--- src/rtl/bytewrite_ram_master.sv ---
`default_nettype none
// +-----------------------------------------------------------------------------+
// | Module      : bytewrite_ram_master                                          |
// | Description : Load/store engine for a read-first, byte-write-enable 32-bit  |
// |               RAM with one-cycle registered read data.                      |
// | Revision    : 1.0 - initial release                                         |
// +-----------------------------------------------------------------------------+
module bytewrite_ram_master #(
    parameter int ADDR_WIDTH = 12
) (
    input  logic                  clk,
    input  logic                  rst_n,
    input  logic                  req_valid,
    output logic                  req_ready,
    input  logic                  req_write,
    input  logic [1:0]            req_size,
    input  logic                  req_unsigned,
    input  logic [31:0]           req_addr,
    input  logic [31:0]           req_wdata,
    output logic                  resp_valid,
    input  logic                  resp_ready,
    output logic [31:0]           resp_rdata,
    output logic                  resp_err,
    output logic [ADDR_WIDTH-1:0] ram_addr,
    output logic [3:0]            ram_we,
    output logic [31:0]           ram_din,
    input  logic [31:0]           ram_dout
);

    typedef enum logic [1:0] {
        S_IDLE  = 2'd0,
        S_RDATA = 2'd1,
        S_RESP  = 2'd2
    } state_t;

    localparam logic [1:0] c_SIZE_BYTE = 2'b00;
    localparam logic [1:0] c_SIZE_HALF = 2'b01;
    localparam logic [1:0] c_SIZE_WORD = 2'b10;

    state_t                r_state;
    state_t                w_state_nxt;
    logic [ADDR_WIDTH-1:0] r_addr;
    logic [31:0]           r_din;
    logic [1:0]            r_lane;
    logic [1:0]            r_size;
    logic                  r_unsigned;
    logic [31:0]           r_rdata;
    logic                  r_err;

    logic                  w_accept;
    logic                  w_out_of_range;
    logic                  w_illegal;
    logic [3:0]            w_be;
    logic [31:0]           w_din;
    logic [7:0]            w_byte;
    logic [15:0]           w_half;
    logic [31:0]           w_load;

    // Any address bit above the RAM's byte span flags the request out of range.
    generate
        if (ADDR_WIDTH + 2 < 32) begin : g_range_chk
            assign w_out_of_range = |req_addr[31:ADDR_WIDTH+2];
        end else begin : g_no_range_chk
            assign w_out_of_range = 1'b0;
        end
    endgenerate

    assign w_illegal = (req_size == 2'b11)
                     | ((req_size == c_SIZE_HALF) & req_addr[0])
                     | ((req_size == c_SIZE_WORD) & (req_addr[1:0] != 2'b00))
                     | w_out_of_range;

    assign req_ready  = (r_state == S_IDLE);
    assign resp_valid = (r_state == S_RESP);
    assign resp_rdata = r_rdata;
    assign resp_err   = r_err;
    assign w_accept   = req_valid & req_ready;

    always_comb begin
        w_be  = 4'b0000;
        w_din = req_wdata;
        case (req_size)
            c_SIZE_BYTE: begin
                w_be  = 4'b0001 << req_addr[1:0];
                w_din = {4{req_wdata[7:0]}};
            end
            c_SIZE_HALF: begin
                w_be  = req_addr[1] ? 4'b1100 : 4'b0011;
                w_din = {2{req_wdata[15:0]}};
            end
            c_SIZE_WORD: w_be = 4'b1111;
            default:     w_be = 4'b0000;
        endcase
    end

    // Outside IDLE the RAM sees the request captured at accept.
    assign ram_addr = req_ready ? req_addr[ADDR_WIDTH+1:2] : r_addr;
    assign ram_din  = req_ready ? w_din : r_din;
    assign ram_we   = (w_accept & req_write & ~w_illegal & rst_n) ? w_be : 4'b0000;

    always_comb begin
        w_byte = ram_dout[{r_lane, 3'b000} +: 8];
        w_half = r_lane[1] ? ram_dout[31:16] : ram_dout[15:0];
        w_load = ram_dout;
        case (r_size)
            c_SIZE_BYTE: w_load = {{24{~r_unsigned & w_byte[7]}}, w_byte};
            c_SIZE_HALF: w_load = {{16{~r_unsigned & w_half[15]}}, w_half};
            default:     w_load = ram_dout;
        endcase
    end

    always_comb begin
        w_state_nxt = r_state;
        case (r_state)
            S_IDLE: begin
                if (w_accept) begin
                    w_state_nxt = (req_write | w_illegal) ? S_RESP : S_RDATA;
                end
            end
            S_RDATA: w_state_nxt = S_RESP;
            S_RESP: begin
                if (resp_ready) begin
                    w_state_nxt = S_IDLE;
                end
            end
            default: w_state_nxt = S_IDLE;
        endcase
    end

    always_ff @(posedge clk or negedge rst_n) begin
        if (!rst_n) begin
            r_state <= S_IDLE;
        end else begin
            r_state <= w_state_nxt;
        end
    end

    // Stores and errors respond with zero data; loads fill r_rdata in RDATA.
    always_ff @(posedge clk or negedge rst_n) begin
        if (!rst_n) begin
            r_addr     <= '0;
            r_din      <= '0;
            r_lane     <= 2'b00;
            r_size     <= 2'b00;
            r_unsigned <= 1'b0;
            r_rdata    <= '0;
            r_err      <= 1'b0;
        end else begin
            if (w_accept) begin
                r_addr     <= req_addr[ADDR_WIDTH+1:2];
                r_din      <= w_din;
                r_lane     <= req_addr[1:0];
                r_size     <= req_size;
                r_unsigned <= req_unsigned;
                r_rdata    <= '0;
                r_err      <= w_illegal;
            end
            if (r_state == S_RDATA) begin
                r_rdata <= w_load;
            end
        end
    end

endmodule
`default_nettype wire

--- config.mk ---
export PLATFORM = sky130hd
export DESIGN_NAME = bytewrite_ram_master
export DESIGN_NICKNAME = d
export VERILOG_FILES = /design/src/rtl/bytewrite_ram_master.sv
export SDC_FILE = /design/constraint.sdc
export NUM_CORES = 1
export LEC_CHECK = 0
export CAP_MARGIN = 20
export CORE_AREA = 10 10 149 124
export CTS_CLUSTER_SIZE = 12
export DETAILED_ROUTE_END_ITERATION = 7
export DIE_AREA = 0 0 159 134
export GPL_ROUTABILITY_DRIVEN = 0
export PLACE_DENSITY_LB_ADDON = 0.1
export SLEW_MARGIN = 20
export SYNTH_ARGS = -nofsm -noshare
export SYNTH_HDL_FRONTEND = slang
export SYNTH_SLANG_ARGS = --single-unit
--- constraint.sdc ---
create_clock -name clk -period 1.9 [get_ports clk]
set_clock_uncertainty 0.1 [all_clocks]
set_input_delay 0.285 -clock clk [delete_from_list [all_inputs] [get_ports clk]]
set_output_delay 0.285 -clock clk [all_outputs]
set_load 0.03 [all_outputs]
==> summary.txt, run 1 <==
result of the run -> complete, but fails checks
violated checks -> negative setup slack
Hold Crit Class -> input port to flip-flop
final design instance area without fill -> 8836 µm²
routed via count divided by cell count -> 4.927
via count of the first global-routing pass -> 5116
setup slack after layout -> -0.3164 ns
H-tree lvl count -> 3
largest driver fanout on the critical path -> 4
element type at the critical path end -> output port
post-placement cell count -> 948
global-route total usage across every layer -> 0.1708
die span in y -> 134 µm
input/output buffers -> 186
post-layout power -> 7.269 mW
antenna viol nets, final -> 0
Row Count -> 41
utilization of the core after routing -> 0.5722
Placed Area -> 7126 µm²
total of flip-flops plus latches after synthesis -> 84
CTS tree -> yes
number of buffers between clock root and the deepest sink -> 2
Fmax -> 451.2 MHz
Clock Latency Late Sink -> 0.34 ns
Worst IR Drop VDD -> 0.4963 mV
Detail Placement HPWL -> 13060 µm
global-route wire length before repair -> 29530 µm
worst setup timing slack at the placement stage -> -0.4849 ns
width of the die -> 159 µm
number of search-and-repair iterations in the first detailed-routing pass -> 4
layout cell share with drive strength beyond 1 -> 0.3696
DRC marker count from the first detailed-route iteration -> 244
most common cell after layout, fill and taps aside -> sky130_fd_sc_hd__clkdlybuf4s50_1
Yosys cell types -> 43
wire length after detailed routing -> 18740 µm
Post-route DRC -> 0
synth warn -> 0
RSZ-0062 raised after global routing -> true
number of clock sinks -> 84
top library cells by usage in the layout, fill and taps aside -> 132 x sky130_fd_sc_hd__clkdlybuf4s50_1, 84 x sky130_fd_sc_hd__dfrtp_1, 71 x sky130_fd_sc_hd__nand2_1
final worst path period share -> 1.167
Synth Net Count -> 614
Total Die Area -> 21310 µm²
TritonCTS buffer count -> 9
Mapped Avg Cell Area -> 8.940 µm²
WP data arrival -> 1.83 ns
Final Max Slew Viols -> 0
minimum clock period after layout -> 2.216 ns
DR WL/cell -> 19.01 µm
final number of setup-violating endpoints -> 48
reported leakage power -> 3.914 nW
number of max-cap violations -> 0
startpoint class of the critical path -> flip-flop
antenna violations before repair -> 1
Hold Violations, Final -> 0
data required time at the worst endpoint -> 1.51 ns
number of nets at the end of the flow -> 872
Post-Route Setup TNS -> -7.590 ns
initial core utilization -> 0.2953
number of instances in the synthesized netlist -> 510
WS Path Type -> flip-flop to output port
Worst-Margin Slew -> 0.8402 ns
cell area power density -> 822.7 nW/µm²
depth of the worst hold-timing path -> 4
total via count in the routed design -> 4858
growth of design area from synthesis to finish -> 93.80%
number of cell instances on the worst register-to-register path -> 3
pin count of the biggest net entering global routing -> 85
headroom to the max-slew limit -> 0.4398
remaining global-route overflow -> 0
IO Count -> 187
core region area -> 15440 µm²
summed instance area of the synthesized netlist -> 4559 µm²
Clock transition at path regs -> 0.06 ns
proportion of synthesized chip area in sequential cells -> 0.4610
worst hold slack across all endpoints -> 0.3831 ns
number of diodes -> 0
number of standard cells in the layout, taps in and fillers out -> 986
buffer type at the clock tree root -> sky130_fd_sc_hd__clkbuf_16
critical path, cell delays in order (launching register included):
cell and delay, ns:
sky130_fd_sc_hd__dfrtp_1 0.40, sky130_fd_sc_hd__or3b_4 0.41, sky130_fd_sc_hd__a211oi_2 0.15, sky130_fd_sc_hd__nand4_1 0.13, sky130_fd_sc_hd__buf_6 0.16, sky130_fd_sc_hd__a21oi_4 0.11, sky130_fd_sc_hd__buf_6 0.14
kinds of logic after synthesis:
family | Yosys count | synth area share
AND/OR/NAND/NOR | 187 | 0.1778
AO/OA/AOI/OAI | 138 | 0.1861
flip-flops | 84 | 0.4610
multiplexers | 57 | 0.1320
buffers and inverters | 44 | 0.04308
path summary, 6_finish.rpt:
kind,start,end,slack [ns]
worst max-delay path,r_state[0]$_DFFE_PN0P_,ram_we[0],-0.32
max in group asynchronous,rst_n,resp_rdata[12]$_DFFE_PN0P_,0.81
worst max register to register,r_state[0]$_DFFE_PN0P_,r_din[7]$_DFFE_PN0N_,0.02
worst min register to register,resp_rdata[1]$_DFFE_PN0P_,resp_rdata[1]$_DFFE_PN0P_,0.38
worst min-delay path,req_valid,r_state[1]$_DFFE_PN0P_,0.38
min in group asynchronous,rst_n,r_lane[1]$_DFFE_PN0N_,0.55
layout make-up:
cell class / instances / area [µm²]
sequential: 84 / 2102
inverter: 5 / 31.28
fill: 1318 / 6605
tap: 215 / 269.0
timing repair buffer: 286 / 3102
multi-input combinational: 382 / 3028
clock inverter: 5 / 78.83
clock buffer: 9 / 225.2
per-layer routing:
layer,share of wire,vias to the layer above,GRT usage,wire length [µm]
met5,0.00037,-,0,7
met1,0.47,2383,0.2294,8778
li1,-,2326,-,-
met4,0.011,2,0.03649,206
met3,0.056,16,0.04648,1055
met2,0.46,131,0.2689,8694
synthesized netlist by cell type (all sizes together):
cell	instances	area [µm²]
and2	1	6.260
or3b	1	8.760
and2b	1	7.510
nand4b	1	8.760
mux2i	32	320.3
a32oi	7	61.31
and3	1	6.260
nor4	4	25.02
o211a	1	10.01
a21o	1	7.510
buf	19	102.6
o2111ai	1	8.760
o21ai	77	389.1
a211oi	2	15.01
nand4	1	6.260
a21oi	27	146.4
or4	1	7.510
dfrtp	84	2102
mux2	25	281.5
nand2b	2	12.51
nor2b	12	75.07
o31a	1	8.760
or2	1	6.260
nand2	136	510.5
nand3	1	5.000
o21a	1	7.510
or3	9	56.30
a22o	1	8.760
and4	1	8.760
nor2	13	51.30
and3b	1	8.760
a221o	17	170.2
clkbuf	20	75.07
inv	5	18.77
o21bai	2	15.01
where the power goes:
part / internal [mW] / total (mW) / leakage (nW) / switching [mW]
Combinational: 1.54 / 3.19 / 2.69 / 1.65
Clock: 1.14 / 1.86 / 0.151 / 0.721
Sequential: 2.03 / 2.22 / 1.07 / 0.196
Total: 4.71 / 7.27 / 3.91 / 2.56
flip-flops by register name, indices dropped and copies added (netlist names):
register,flops
r_addr,12
resp_err,1
r_state,2
r_unsigned,1
r_lane,2
r_size,2
resp_rdata,32
r_din,32
repair_timing:
action | in CTS | in global routing
cloned | 9 | 1
gates resized for setup | 223 | 67
pin swaps | 56 | 36
hold buffers | 1 | 0
endpoints found under the hold margin | 84 | 0
setup endpoints to repair | 51 | 75
buffers inserted | 14 | 6
Power figures use the tool's default switching activity.
==> inputs of run 2 (changes only) <==
--- a/config.mk
+++ b/config.mk
@@ -6,10 +6,10 @@
 export NUM_CORES = 1
 export LEC_CHECK = 0
 export CAP_MARGIN = 20
-export CORE_AREA = 10 10 149 124
+export CORE_AREA = 10 10 125 105
 export CTS_CLUSTER_SIZE = 12
 export DETAILED_ROUTE_END_ITERATION = 7
-export DIE_AREA = 0 0 159 134
+export DIE_AREA = 0 0 135 115
 export GPL_ROUTABILITY_DRIVEN = 0
 export PLACE_DENSITY_LB_ADDON = 0.1
 export SLEW_MARGIN = 20
==> summary.txt, run 2 (synthesized netlist as in run 1, its figures left out) <==
die span in y -> 115 µm (-14%)
number of buffers between clock root and the deepest sink -> 2 (unchanged)
Placed Area -> 7002 µm² (-1.7%)
layout cell share with drive strength beyond 1 -> 0.3050 (-0.06468)
Hold Violations, Final -> 0 (unchanged)
global-route total usage across every layer -> 0.2061 (+0.03530)
width of the die -> 135 µm (-15%)
element type at the critical path end -> output port
antenna viol nets, final -> 0 (unchanged)
buffer type at the clock tree root -> sky130_fd_sc_hd__clkbuf_16
DRC marker count from the first detailed-route iteration -> 427 (+75%)
final number of setup-violating endpoints -> 49 (+2.1%)
DR WL/cell -> 20.99 µm (+10%)
Row Count -> 34 (-17%)
number of max-cap violations -> 0 (unchanged)
pin count of the biggest net entering global routing -> 78 (-8.2%)
initial core utilization -> 0.4304 (+0.1352)
Worst IR Drop VDD -> 0.7483 mV (+51%)
clock share of power -> 0.274 (+0.019)
worst hold slack across all endpoints -> 0.3766 ns (-0.006525 ns)
violated checks -> negative setup slack
final worst path period share -> 1.251 (+0.08468)
input/output buffers -> 186 (unchanged)
Sequential cell area -> 2102 µm² (unchanged)
startpoint class of the critical path -> flip-flop
data required time at the worst endpoint -> 1.51 ns (about the same)
Worst-Margin Slew -> 0.8425 ns (+0.002240 ns)
total via count in the routed design -> 5025 (+3.4%)
Total Die Area -> 15530 µm² (-27%)
area of the multi-input gates -> 2741 µm² (-9.5%)
RSZ-0062 raised after global routing -> true
setup slack after layout -> -0.4773 ns (-0.1609 ns)
H-tree lvl count -> 3 (unchanged)
largest driver fanout on the critical path -> 2 (-2)
via count of the first global-routing pass -> 4831 (-5.6%)
Fmax -> 420.7 MHz (-6.8%)
routed via count divided by cell count -> 5.528 (+12%)
result of the run -> complete, but fails checks
number of standard cells in the layout, taps in and fillers out -> 909 (-7.8%)
Hold Crit Class -> flip-flop to flip-flop
Post-route DRC -> 0 (unchanged)
post-placement cell count -> 878 (-7.4%)
Detail Placement HPWL -> 12620 µm (-3.4%)
Post-Route Setup TNS -> -11.13 ns (-3.544 ns)
portion of total power attributed to combinational logic -> 0.410 (-0.029)
design internal power -> 4.571 mW (-2.9%)
antenna violations before repair -> 0 (-1)
net switching fraction of the power -> 0.3542 (+0.001557)
WP data arrival -> 1.99 ns (+0.16 ns)
cell area power density -> 859.4 nW/µm² (+4.5%)
number of clock sinks -> 84 (unchanged)
IO Count -> 187 (unchanged)
core region area -> 10590 µm² (-31%)
growth of design area from synthesis to finish -> 80.63%
WS Path Type -> flip-flop to output port
number of search-and-repair iterations in the first detailed-routing pass -> 5 (+1)
number of nets at the end of the flow -> 864 (-0.92%)
post-layout power -> 7.078 mW (-2.6%)
fillcell total -> 670 (-49%)
wire length after detailed routing -> 19080 µm (+1.8%)
sequential power share -> 0.315 (+0.009)
TritonCTS buffer count -> 9 (unchanged)
reported leakage power -> 3.695 nW (-5.6%)
Clock transition at path regs -> 0.07 ns (about the same)
Clock Latency Late Sink -> 0.34 ns (about the same)
Final Max Slew Viols -> 0 (unchanged)
headroom to the max-slew limit -> 0.4384 (-0.001493)
remaining global-route overflow -> 0 (unchanged)
final design instance area without fill -> 8235 µm² (-6.8%)
switching power -> 2.507 mW (-2.2%)
CTS tree -> yes
top library cells by usage in the layout, fill and taps aside -> 131 x sky130_fd_sc_hd__clkdlybuf4s50_1, 108 x sky130_fd_sc_hd__nand2_1, 84 x sky130_fd_sc_hd__dfrtp_1
global-route wire length before repair -> 25740 µm (-13%)
most common cell after layout, fill and taps aside -> sky130_fd_sc_hd__clkdlybuf4s50_1
minimum clock period after layout -> 2.377 ns (+0.1609 ns)
-- run 2: critical path, cell delays in order, from the launching register on --
cell and delay, ns:
sky130_fd_sc_hd__dfrtp_1 0.39, sky130_fd_sc_hd__or3b_4 0.41, sky130_fd_sc_hd__a211oi_2 0.15, sky130_fd_sc_hd__nand4_1 0.21, sky130_fd_sc_hd__buf_4 0.23, sky130_fd_sc_hd__a21oi_4 0.13, sky130_fd_sc_hd__buf_12 0.13
-- run 2: power by group through the flow --
stage | clock network (mW) | logic [mW] | registers, mW
after global placement | 0 | 2.21 | 2.19
after detailed placement | 0 | 2.24 | 2.21
after floorplan | 0 | 1.26 | 2.17
after global routing | 2.01 | 3.09 | 2.26
final | 1.94 | 2.90 | 2.23
after CTS | 1.94 | 2.27 | 2.17
-- run 2: metrics by stage --
| stage | utilization | setup slack, ns |
|---|---|---|
| after detailed placement | 0.6610 | -0.5917 |
| after CTS | 0.6945 | -0.4948 |
| final | 0.7775 | -0.4773 |
| after global placement | 0.6610 | -0.5713 |
| after floorplan | - | -0.1830 |
| after global routing | 0.7772 | -0.5221 |
-- run 2: metal layers --
metal  track usage  vias to the layer above  part of all wire
li1              -                     2305                 -
met1        0.2748                     2486              0.42
met2        0.3201                      210              0.48
met3       0.06800                       24             0.082
met4       0.04513                        0             0.016
met5             0                        -                 0
-- run 2: cell type report --
type                            count  area share
Sequential cell                    84      0.2552
Clock buffer                       10     0.02902
Tap cell                          144     0.02188
Multi-Input combinational cell    383      0.3329
Inverter                            5    0.002887
Clock inverter                      5     0.01033
Timing Repair Buffer              277      0.3475
Antenna cell                        1   0.0003039
-- run 2: path summary, 6_finish.rpt --
check	to	from	cells after the start	slack (ns)
setup / recovery	ram_we[1]	r_state[0]$_DFFE_PN0P_	6	-0.48
hold / removal	resp_rdata[3]$_DFFE_PN0P_	resp_rdata[3]$_DFFE_PN0P_	2	0.38
setup reg to reg	r_addr[4]$_DFFE_PN0N_	r_state[0]$_DFFE_PN0P_	3	0.02
hold reg to reg	resp_rdata[3]$_DFFE_PN0P_	resp_rdata[3]$_DFFE_PN0P_	2	0.38
max in group asynchronous	r_addr[5]$_DFFE_PN0N_	rst_n	4	0.40
min in group asynchronous	resp_rdata[2]$_DFFE_PN0P_	rst_n	3	0.50
-- run 2: what timing repair did --
action | 4_1_cts | 5_1_grt
resized for setup | 10 | 182
endpoints found under the hold margin | 42 | 0
gates cloned | 0 | 8
buffers inserted | 1 | 5
hold buffers | 1 | 0
pin swaps | 1 | 31
setup endpoints to repair | 74 | 93
